==> config.mk <==
export PLATFORM = sky130hd
export DESIGN_NAME = vend_fsm_param
export DESIGN_NICKNAME = d
export VERILOG_FILES = /design/src/rtl/vend_fsm_param.sv
export SDC_FILE = /design/constraint.sdc
export NUM_CORES = 1
export LEC_CHECK = 0
export ABC_AREA = 1
export CAP_MARGIN = 15
export CORE_ASPECT_RATIO = 1.5
export CORE_UTILIZATION = 35
export DETAILED_ROUTE_END_ITERATION = 10
export SLEW_MARGIN = 20
export SYNTH_ARGS = -nofsm -noshare
export SYNTH_HDL_FRONTEND = slang
export SYNTH_SLANG_ARGS = --single-unit
==> constraint.sdc <==
create_clock -name clk -period 2.6 [get_ports clk]
set_clock_uncertainty 0.2 [all_clocks]
set_input_delay 0.39 -clock clk [delete_from_list [all_inputs] [get_ports clk]]
set_output_delay 0.39 -clock clk [all_outputs]
set_load 0.05 [all_outputs]
==> src/rtl/vend_fsm_param.sv <==
// Vending-machine controller: one-hot Moore FSM (IDLE/COLLECT/VEND/CHANGE) with a credit accumulator.
// Optional inactivity refund in COLLECT is enabled by defining VEND_TIMEOUT_EN.
module vend_fsm_param #(
    parameter int COIN_W      = 2,
    parameter int PRICE       = 3,
    parameter int CREDIT_W    = 4,
    parameter int TIMEOUT_CYC = 1000
) (
    input  logic                clk,
    input  logic                rst_n,
    input  logic                coin_vld,
    input  logic [COIN_W-1:0]   coin_val,
    input  logic                cancel,
    output logic                coin_rdy,
    output logic                vend_vld,
    output logic                chg_vld,
    output logic                chg_busy,
    output logic [CREDIT_W-1:0] credit
);

    // Largest credit ever held is PRICE-1 plus the biggest coin.
    generate
        if (PRICE < 1 || (PRICE - 1 + (2**COIN_W - 1)) > (2**CREDIT_W - 1)) begin : g_bad_width
            $error("vend_fsm_param: CREDIT_W too small for PRICE and COIN_W");
        end
    endgenerate

    localparam logic [CREDIT_W-1:0] PRICE_C = CREDIT_W'(PRICE);

    typedef enum logic [3:0] {
        IDLE    = 4'b0001,
        COLLECT = 4'b0010,
        VEND    = 4'b0100,
        CHANGE  = 4'b1000
    } state_t;

    state_t              state_q, state_d;
    logic [CREDIT_W-1:0] credit_q, credit_d;
    logic [CREDIT_W-1:0] nc;
    logic                coin_acc;
    logic                refund_req;
    logic                expire;

`ifdef VEND_TIMEOUT_EN
    localparam int TMO_W = (TIMEOUT_CYC > 1) ? $clog2(TIMEOUT_CYC) : 1;
    logic [TMO_W-1:0] tmo_q, tmo_d;

    always_comb begin
        tmo_d  = '0;
        expire = (state_q == COLLECT) && (tmo_q == TMO_W'(TIMEOUT_CYC - 1));
        if (state_q == COLLECT && !coin_acc) begin
            tmo_d = tmo_q + TMO_W'(1);
        end
    end

    always_ff @(posedge clk or negedge rst_n) begin
        if (!rst_n) begin
            tmo_q <= '0;
        end else begin
            tmo_q <= tmo_d;
        end
    end
`else
    assign expire = 1'b0;
`endif

    assign coin_rdy   = (state_q == IDLE) || (state_q == COLLECT);
    assign coin_acc   = coin_vld && coin_rdy && (coin_val != '0);
    assign nc         = credit_q + (coin_acc ? CREDIT_W'(coin_val) : '0);
    assign refund_req = (state_q == COLLECT) && (cancel || expire);

    always_comb begin
        state_d  = state_q;
        credit_d = credit_q;
        case (state_q)
            IDLE, COLLECT: begin
                // A coin is counted before a same-cycle cancel; reaching PRICE drops the cancel.
                if (coin_acc && nc >= PRICE_C) begin
                    state_d  = VEND;
                    credit_d = nc;
                end else if (refund_req && nc != '0) begin
                    state_d  = CHANGE;
                    credit_d = nc;
                end else if (coin_acc) begin
                    state_d  = COLLECT;
                    credit_d = nc;
                end
            end
            VEND: begin
                credit_d = credit_q - PRICE_C;
                state_d  = (credit_q > PRICE_C) ? CHANGE : IDLE;
            end
            CHANGE: begin
                if (credit_q <= CREDIT_W'(1)) begin
                    state_d  = IDLE;
                    credit_d = '0;
                end else begin
                    credit_d = credit_q - CREDIT_W'(1);
                end
            end
            default: begin
                state_d  = IDLE;
                credit_d = '0;
            end
        endcase
    end

    always_ff @(posedge clk or negedge rst_n) begin
        if (!rst_n) begin
            state_q  <= IDLE;
            credit_q <= '0;
        end else begin
            state_q  <= state_d;
            credit_q <= credit_d;
        end
    end

    assign vend_vld = (state_q == VEND);
    assign chg_vld  = (state_q == CHANGE);
    assign chg_busy = (state_q == CHANGE);
    assign credit   = credit_q;

endmodule

==> Flow_metrics.wiki, run 1 <==
{| class="wikitable"
! Metric !! Value
|-
| Arrival @ worst endpoint || between 2000 and 2500 ps
|-
| CTS tree || built
|-
| Global routing usage on met3 || 0%
|-
| Leakage power || roughly 0.00056 uW
|-
| Net Count, Synth || roughly 120
|-
| Grt total ovfl || 0
|-
| RSZ-0062 raised after global routing || true
|-
| Normalized max-slew margin || 67.1%
|-
| Status || complete, no violations
|-
| Num rows || 20
|-
| Warnings, synthesis || 0
|-
| Critical Path Slowest Stage Cell || dfstp_2
|-
| Hold Buf Count CTS || 0
|-
| Final core area utilization || 53.0%
|-
| DIE HEIGHT || between 50 and 60 um
|-
| Slew of the pin with the lowest slew margin || 491 ps
|-
| Top FF cell, synth || dfrtp_1
|-
| Ys async rst share || between 90% and 100%
|-
| Fraction of the yosys area taken by sequential cells || 25.8%
|-
| Number of detailed-route iterations in the first pass || 4
|-
| DRC violations left || 0
|-
| H-tree depth || 1
|-
| Area share of the leading cell type in the synthesized netlist || approximately 22%
|-
| Critical R2R Launch || state_q[0]
|-
| Wire length of the first global-routing pass || 3110 um
|-
| Share of post-route cells with drive strength above 1 || 36.6%
|-
| Routing layer with the top usage in global route || met2
|-
| Class of the tightest hold or removal check || input port to async pin
|-
| Placed wire-length estimate after detailed placement || 1520 um
|-
| Worst setup slack after placement || -86.0 ps
|-
| Placeable Area || between 2000 and 2500 sq um
|-
| Floorplan die area || 2430 sq um
|-
| Count of buffers inserted at the top-level ports || 13
|-
| Critical path startpoint || state_q[0]
|-
| Max-cap violation count || 0
|-
| Io pins || 14
|-
| Mean routed wirelength per cell || 12.7 um
|-
| Most area-hungry cell type in the Yosys netlist || dfrtp_1
|-
| Power per cell area || 1300 nW/um^2
|-
| Number of synthesized flops with an enable pin || 0
|-
| 1st-iter DRT viols || 19
|-
| Total Power Consumption || roughly 1400 uW
|-
| Area of the mapped netlist || 781 sq um
|-
| Number of CTS-inserted buffers || 3
|-
| Number of synthesized register bits || 8
|-
| Synthesized netlist cell count || 103
|-
| Peak ir drop on the vdd network || about 0.73 mV
|-
| Final ANT Viol Nets || 0
|-
| Req. time, crit path || roughly 2500 ps
|-
| Fin cells || roughly 150
|-
| Mean Syn Cell Area || 7.58 sq um
|-
| Placer Congestion || 0.871
|-
| Overall routed net length || 1940 um
|-
| Clk pin slew, worst setup/hold paths || 60 ps
|-
| Post-DR vias/cell || ~5.2
|-
| Setup crit end kind || register
|-
| Number of nets at the end of the flow || 144
|-
| Finish-stage setup viols || 0
|-
| Initial antenna violation count || 0
|-
| Top fanout value on the critical path || 5
|-
| Global routing met1 resource utilization || around 20%
|-
| Global routing met2 resource utilization || 32.0%
|-
| Vias in the first global route || 757
|-
| Final setup margin || 52.9 ps
|-
| Critical path cell sequence || nor2_4 > inv_2 > nand3_4 > inv_8 > nand2_4 > nor2_2 > ha_2 > fa_2 > nor2_2 > nand3_2 > nand2_4 > nand3_4 > o21ai_2 > o21ai_1
|-
| Initial core utilization || a little under two fifths
|-
| Final Max Tran Viols || 0
|-
| Number of placed instances with taps included || 143
|-
| Category of the critical setup timing path || register to register
|-
| Die Span X || 40.6 um
|-
| Final count of hold timing violations || 0
|-
| Longest individual stage delay on the worst path || 570 ps
|-
| Global-route usage over all layers || approximately 18%
|-
| Distinct cell type count after synthesis || 29
|-
| Share of the clock period used by the worst path || 98.0%
|-
| Maximum clock insertion buffer count || 2
|-
| Post-synthesis to final-layout area growth || 40.9%
|-
| Hold WS || 199 ps
|-
| Number of vias in the routed layout || 794
|-
| Count of antenna diodes in the layout || 0
|-
| Max Clock Freq || 393 MHz
|-
| Clock network latency to the later pin of the worst-skew pair || 260 ps
|-
| CTS sink count || 8
|-
| Maximum number of pins on one net before global-route repair || 11
|-
| Clk Tree Root Cell || clkbuf_4
|-
| Post-layout minimum cycle time || 2550 ps
|-
| Nature of the critical path startpoint || register
|-
| Synth top area cells || dfrtp_1 22%, nand2_1 11%, ha_1 8.0%
|}
## critical path, delay by kind of cell, from the launching register on
kind | cells | cell delay, ps
AO/OA/AOI/OAI | 2 | 140
adder cells (fa/ha/maj) | 2 | 640
buffers and inverters | 2 | 140
flip-flops | 1 | 570
AND/OR/NAND/NOR | 8 | 730
## where the power goes
group | internal [uW] | switching, uW
Combinational | 445 | 621
Sequential | 172 | 85.0
Clock | 58.9 | 45.9
## layer usage
layer	part of all wire [%]	vias up
li1	-	387
met1	38	381
met2	58	19
met3	1.9	7
met4	2.6	0
met5	0	-
## cells in the mapped netlist, types with 2 or more instances
master	count
nand2_1	23
nand3_1	12
nor2_1	9
inv_1	8
dfrtp_1	7
o21ai_1	6
ha_1	5
inv_2	5
o21ai_0	4
nand2_2	3
nand3_4	2
xor2_1	2
## final timing paths
kind / slack (ps) / depth (start not counted) / end
max: 50 / 14 / credit[1]
min: 200 / 1 / state_q[3]
max reg2reg: 50 / 14 / credit[1]
min reg2reg: 390 / 2 / state_q[1]
max in group asynchronous: 1680 / 1 / state_q[0]
min in group clk: 390 / 2 / state_q[1]
## timing repair
item                       4_1_cts  5_1_grt
setup endpoints to repair        1        9
setup buffers                    2        3
pin swaps                        1        9
cloned                           0        1
gates resized for setup          0       15
## registers in the layout, summed over array words and instances (netlist names)
register	cells
credit	4
state_q	4
## through the flow
step	TNS [ps]	cell area [sq um]
2_1_floorplan	0	788
6_report	0	1100
5_1_grt	-481	1100
3_5_place_dp	-278	975
3_3_place_gp	-38.4	975
4_1_cts	0	1020
## cells by family (layout without fill, tap and decap cells)
| kind of cell | Yosys count | count (layout) | share of synthesized area [%] |
|---|---|---|---|
| buffers and inverters | 16 | 43 | 9.46 |
| xor gates and xnor gates | 4 | 4 | 5.45 |
| adders and majority gates | 6 | 6 | 10.6 |
| and+or+nand+nor | 56 | 57 | 39.7 |
| AOI/OAI and AO/OA | 13 | 13 | 8.97 |
| DFF | 8 | 8 | 25.8 |
## final cells by class
cell class,count,area [sq um]
Fill cell,210,977
Multi-Input combinational cell,80,569
Timing Repair Buffer,25,215
Sequential cell,8,201
Inverter,14,60.1
Tap cell,22,27.5
Clock buffer,4,26.3
## placed cells by master (no fill, tap or decap)
cell type        instances
nand2_1                 18
buf_4                   14
nor3_4                   1
dfstp_2                  1
fa_2                     1
nand3_4                  2
clkbuf_4                 3
a21oi_1                  1
o21ai_0                  4
or2_0                    1
o21a_1                   1
ha_1                     4
nand3_2                  3
clkdlybuf4s50_1         11
xor2_1                   2
nor2_4                   2
xnor2_2                  1
nand3_1                 11
dfrtp_1                  7
nand2_2                  5
o21ai_1                  5
inv_1                    8
nor2_1                   6
nand2_4                  3
inv_8                    1
nand4_1                  1
clkbuf_1                 1
nor2_2                   3
o21ai_2                  1
inv_2                    5
o211ai_1                 1
ha_2                     1
xnor2_1                  1
nand3b_4                 1
Note: power is estimated with default switching activity, not from simulation.
==> inputs of run 2 (changes only) <==
--- a/config.mk
+++ b/config.mk
@@ -9,6 +9,7 @@
 export CAP_MARGIN = 15
 export CORE_ASPECT_RATIO = 1.5
 export CORE_UTILIZATION = 35
+export CTS_CLUSTER_SIZE = 24
 export DETAILED_ROUTE_END_ITERATION = 10
 export SLEW_MARGIN = 20
 export SYNTH_ARGS = -nofsm -noshare
==> results of run 2 <==
Final layout, timing and power as in run 1 (identical DEF).
==> inputs of run 3 (changes only) <==
--- a/config.mk
+++ b/config.mk
@@ -9,8 +9,8 @@
 export CAP_MARGIN = 15
 export CORE_ASPECT_RATIO = 1.5
 export CORE_UTILIZATION = 35
-export CTS_CLUSTER_SIZE = 24
 export DETAILED_ROUTE_END_ITERATION = 10
+export GPL_ROUTABILITY_DRIVEN = 1
 export SLEW_MARGIN = 20
 export SYNTH_ARGS = -nofsm -noshare
 export SYNTH_HDL_FRONTEND = slang
==> results of run 3 <==
Final layout, timing and power as in run 1 (identical DEF).
==> RTL change, RTL diff (settings of run 3) <==
Encoding of `state_t`: now Gray code (2 bits for 4 states). Comments in the files are not updated.
--- a/src/rtl/vend_fsm_param.sv
+++ b/src/rtl/vend_fsm_param.sv
@@ -29,7 +29,7 @@
 
-    typedef enum logic [3:0] {
-        IDLE    = 4'b0001,
-        COLLECT = 4'b0010,
-        VEND    = 4'b0100,
-        CHANGE  = 4'b1000
+    typedef enum logic [1:0] {
+        IDLE    = 2'b00,
+        COLLECT = 2'b01,
+        VEND    = 2'b11,
+        CHANGE  = 2'b10
     } state_t;
Behaviour: no difference found for any inputs over 10 cycles, from zero or initial values and one cycle with rst_n low; not proved beyond that.
==> RTL change against run 3 <==
Area after synthesis is 12% lower. Sequential cell count decreased by 2. Setup slack better by 0.10 ns. Synthesized cell count shrank 13%. Count of clock-buffer cells in the layout is 1 lower. Design area is 16% lower. Routed wire length decreased by 19%. Register-to-register slack gained 0.18 ns. Critical path type is now input pin to flip-flop.
Power is left out: the tool's default activity adds up to more than one toggle a clock period on the data nets, which glitch-free logic cannot reach.
==> RTL change: results (changes against run 3) <==
| Metric | Value |
|---|---|
| Clk_lat worst skew | `0.24 ns (was 0.26 ns)` |
| Async SR Flop Fraction | `100.0% (unchanged)` |
| Flop2flop setup slack | `0.23 ns (was 0.05 ns)` |
| Via count | `677 (was 794)` |
| Fin crit period | `2.443 ns (was 2.547 ns)` |
| Final Hold Slack | `0.1904 ns (was 0.1990 ns)` |
| End of the critical path | `state_q[0]$_DFFE_PN0P_ (was credit[1]$_DFFE_PN0P_)` |
| Worst reg2reg path startpoint | `state_q[1]$_DFFE_PN0P_ (was state_q[0]$_DFFE_PN1P_)` |
| Outcome | `complete, no violations (unchanged)` |
| Crit-path max cell delay | `0.55 ns (was 0.57 ns)` |
| Hpwl dp | `1.267 mm (was 1.520 mm)` |
| Worst Tran Pin Value | `0.5016 ns (was 0.4914 ns)` |
| Routability congestion estimate from global placement | `0.9065 (was 0.8711)` |
| Register area share after synthesis | `21.82% (was 25.80%)` |
| Synthesized Nets | `102 (was 115)` |
| Global-route wire length before repair | `2.594 mm (was 3.105 mm)` |
| Worst EP arrival | `2.38 ns (was 2.48 ns)` |
| CP Launch Point | `coin_val[1] (was state_q[0]$_DFFE_PN1P_)` |
| XOR/XNOR Fraction of Synth Area | `9.091% (was 5.449%)` |
| Crit path max fanout | `8 (was 5)` |
| Synth area leaders | `dfrtp_1 22%, nand2_1 13%, ha_1 9.1% (was dfrtp_1 22%, nand2_1 11%, ha_1 8.0%)` |
| Placement Setup Slack | `-0.3629 ns (was -0.08601 ns)` |
| Slowest stage cell, crit path | `fa_2 (was dfstp_2)` |
| Largest net degree at the start of global routing | `11 (unchanged)` |
| Layout cells sized above 1 | `28.32% (was 36.64%)` |
| Syn avg cell area | `7.646 um^2 (was 7.580 um^2)` |
| Routed length per placed instance | `11.72 um (was 12.65 um)` |
| Netlist cell types | `26 (was 29)` |
| DR iter-0 viols | `13 (was 19)` |
| Dpl cell area | `878.3 um^2 (was 974.7 um^2)` |
| Commonest cells post-synth | `23 x nand2_1, 14 x inv_1, 6 x dfrtp_1 (was 23 x nand2_1, 12 x nand3_1, 9 x nor2_1, 8 x inv_1, 7 x dfrtp_1)` |
| Placed cell count | `129 (was 143)` |
| Post-cts repair resize count | `11 (was 0)` |
| Largest family of logic cells by synthesized area | `simple AND/OR/NAND/NOR gates (unchanged)` |
| R2R cell count | `13 (was 14)` |
| Worst hold path type | `input pin to async pin (unchanged)` |
| Area fraction in compound gates after synthesis | `8.909% (was 8.974%)` |
| Clock slew at reported path FFs | `0.04 ns (was 0.06 ns)` |
| Initial antenna violation count | `0 (unchanged)` |
| WL final | `1.570 mm (was 1.936 mm)` |
| Tot GR Track Use | `16.47% (was 18.33%)` |
| # diodes | `0 (unchanged)` |
| Adder-Cell Fraction of Synth Area | `12.00% (was 10.58%)` |
RTL change: cell types whose count changed after synthesis, moves of 2 or more:
cell / delta
nor2_1: -5
nand3_1: -7
o21ai_1: -6
o21ai_0: -3
nand4_1: +4
xor2_1: +2
o221ai_1: +3
inv_1: +6
inv_2: -3
RTL change: cell families after synthesis:
group	count (synthesis)
AND/OR/NAND/NOR	45
buffers and inverters	20
AO/OA/AOI/OAI	8
adder cells (fa/ha/maj)	6
flip-flops	6
XOR/XNOR	5
RTL change: cell type report:
| class | count | area (um^2) |
|---|---|---|
| multi-input cells | 64 | 460.4 |
| fillers | 196 | 903.4 |
| clock buffers | 3 | 22.52 |
| well taps | 21 | 26.28 |
| inverters | 17 | 66.31 |
| flip-flops and latches | 6 | 150.1 |
| repair buffers | 23 | 201.4 |
RTL change: per-layer routing:
layer,GRT usage [%],vias to the layer above,wire length [um]
met3,0,2,29
li1,-,336,-
met5,0,-,0
met4,8.673,0,16
met1,16.79,329,626
met2,31.23,10,897
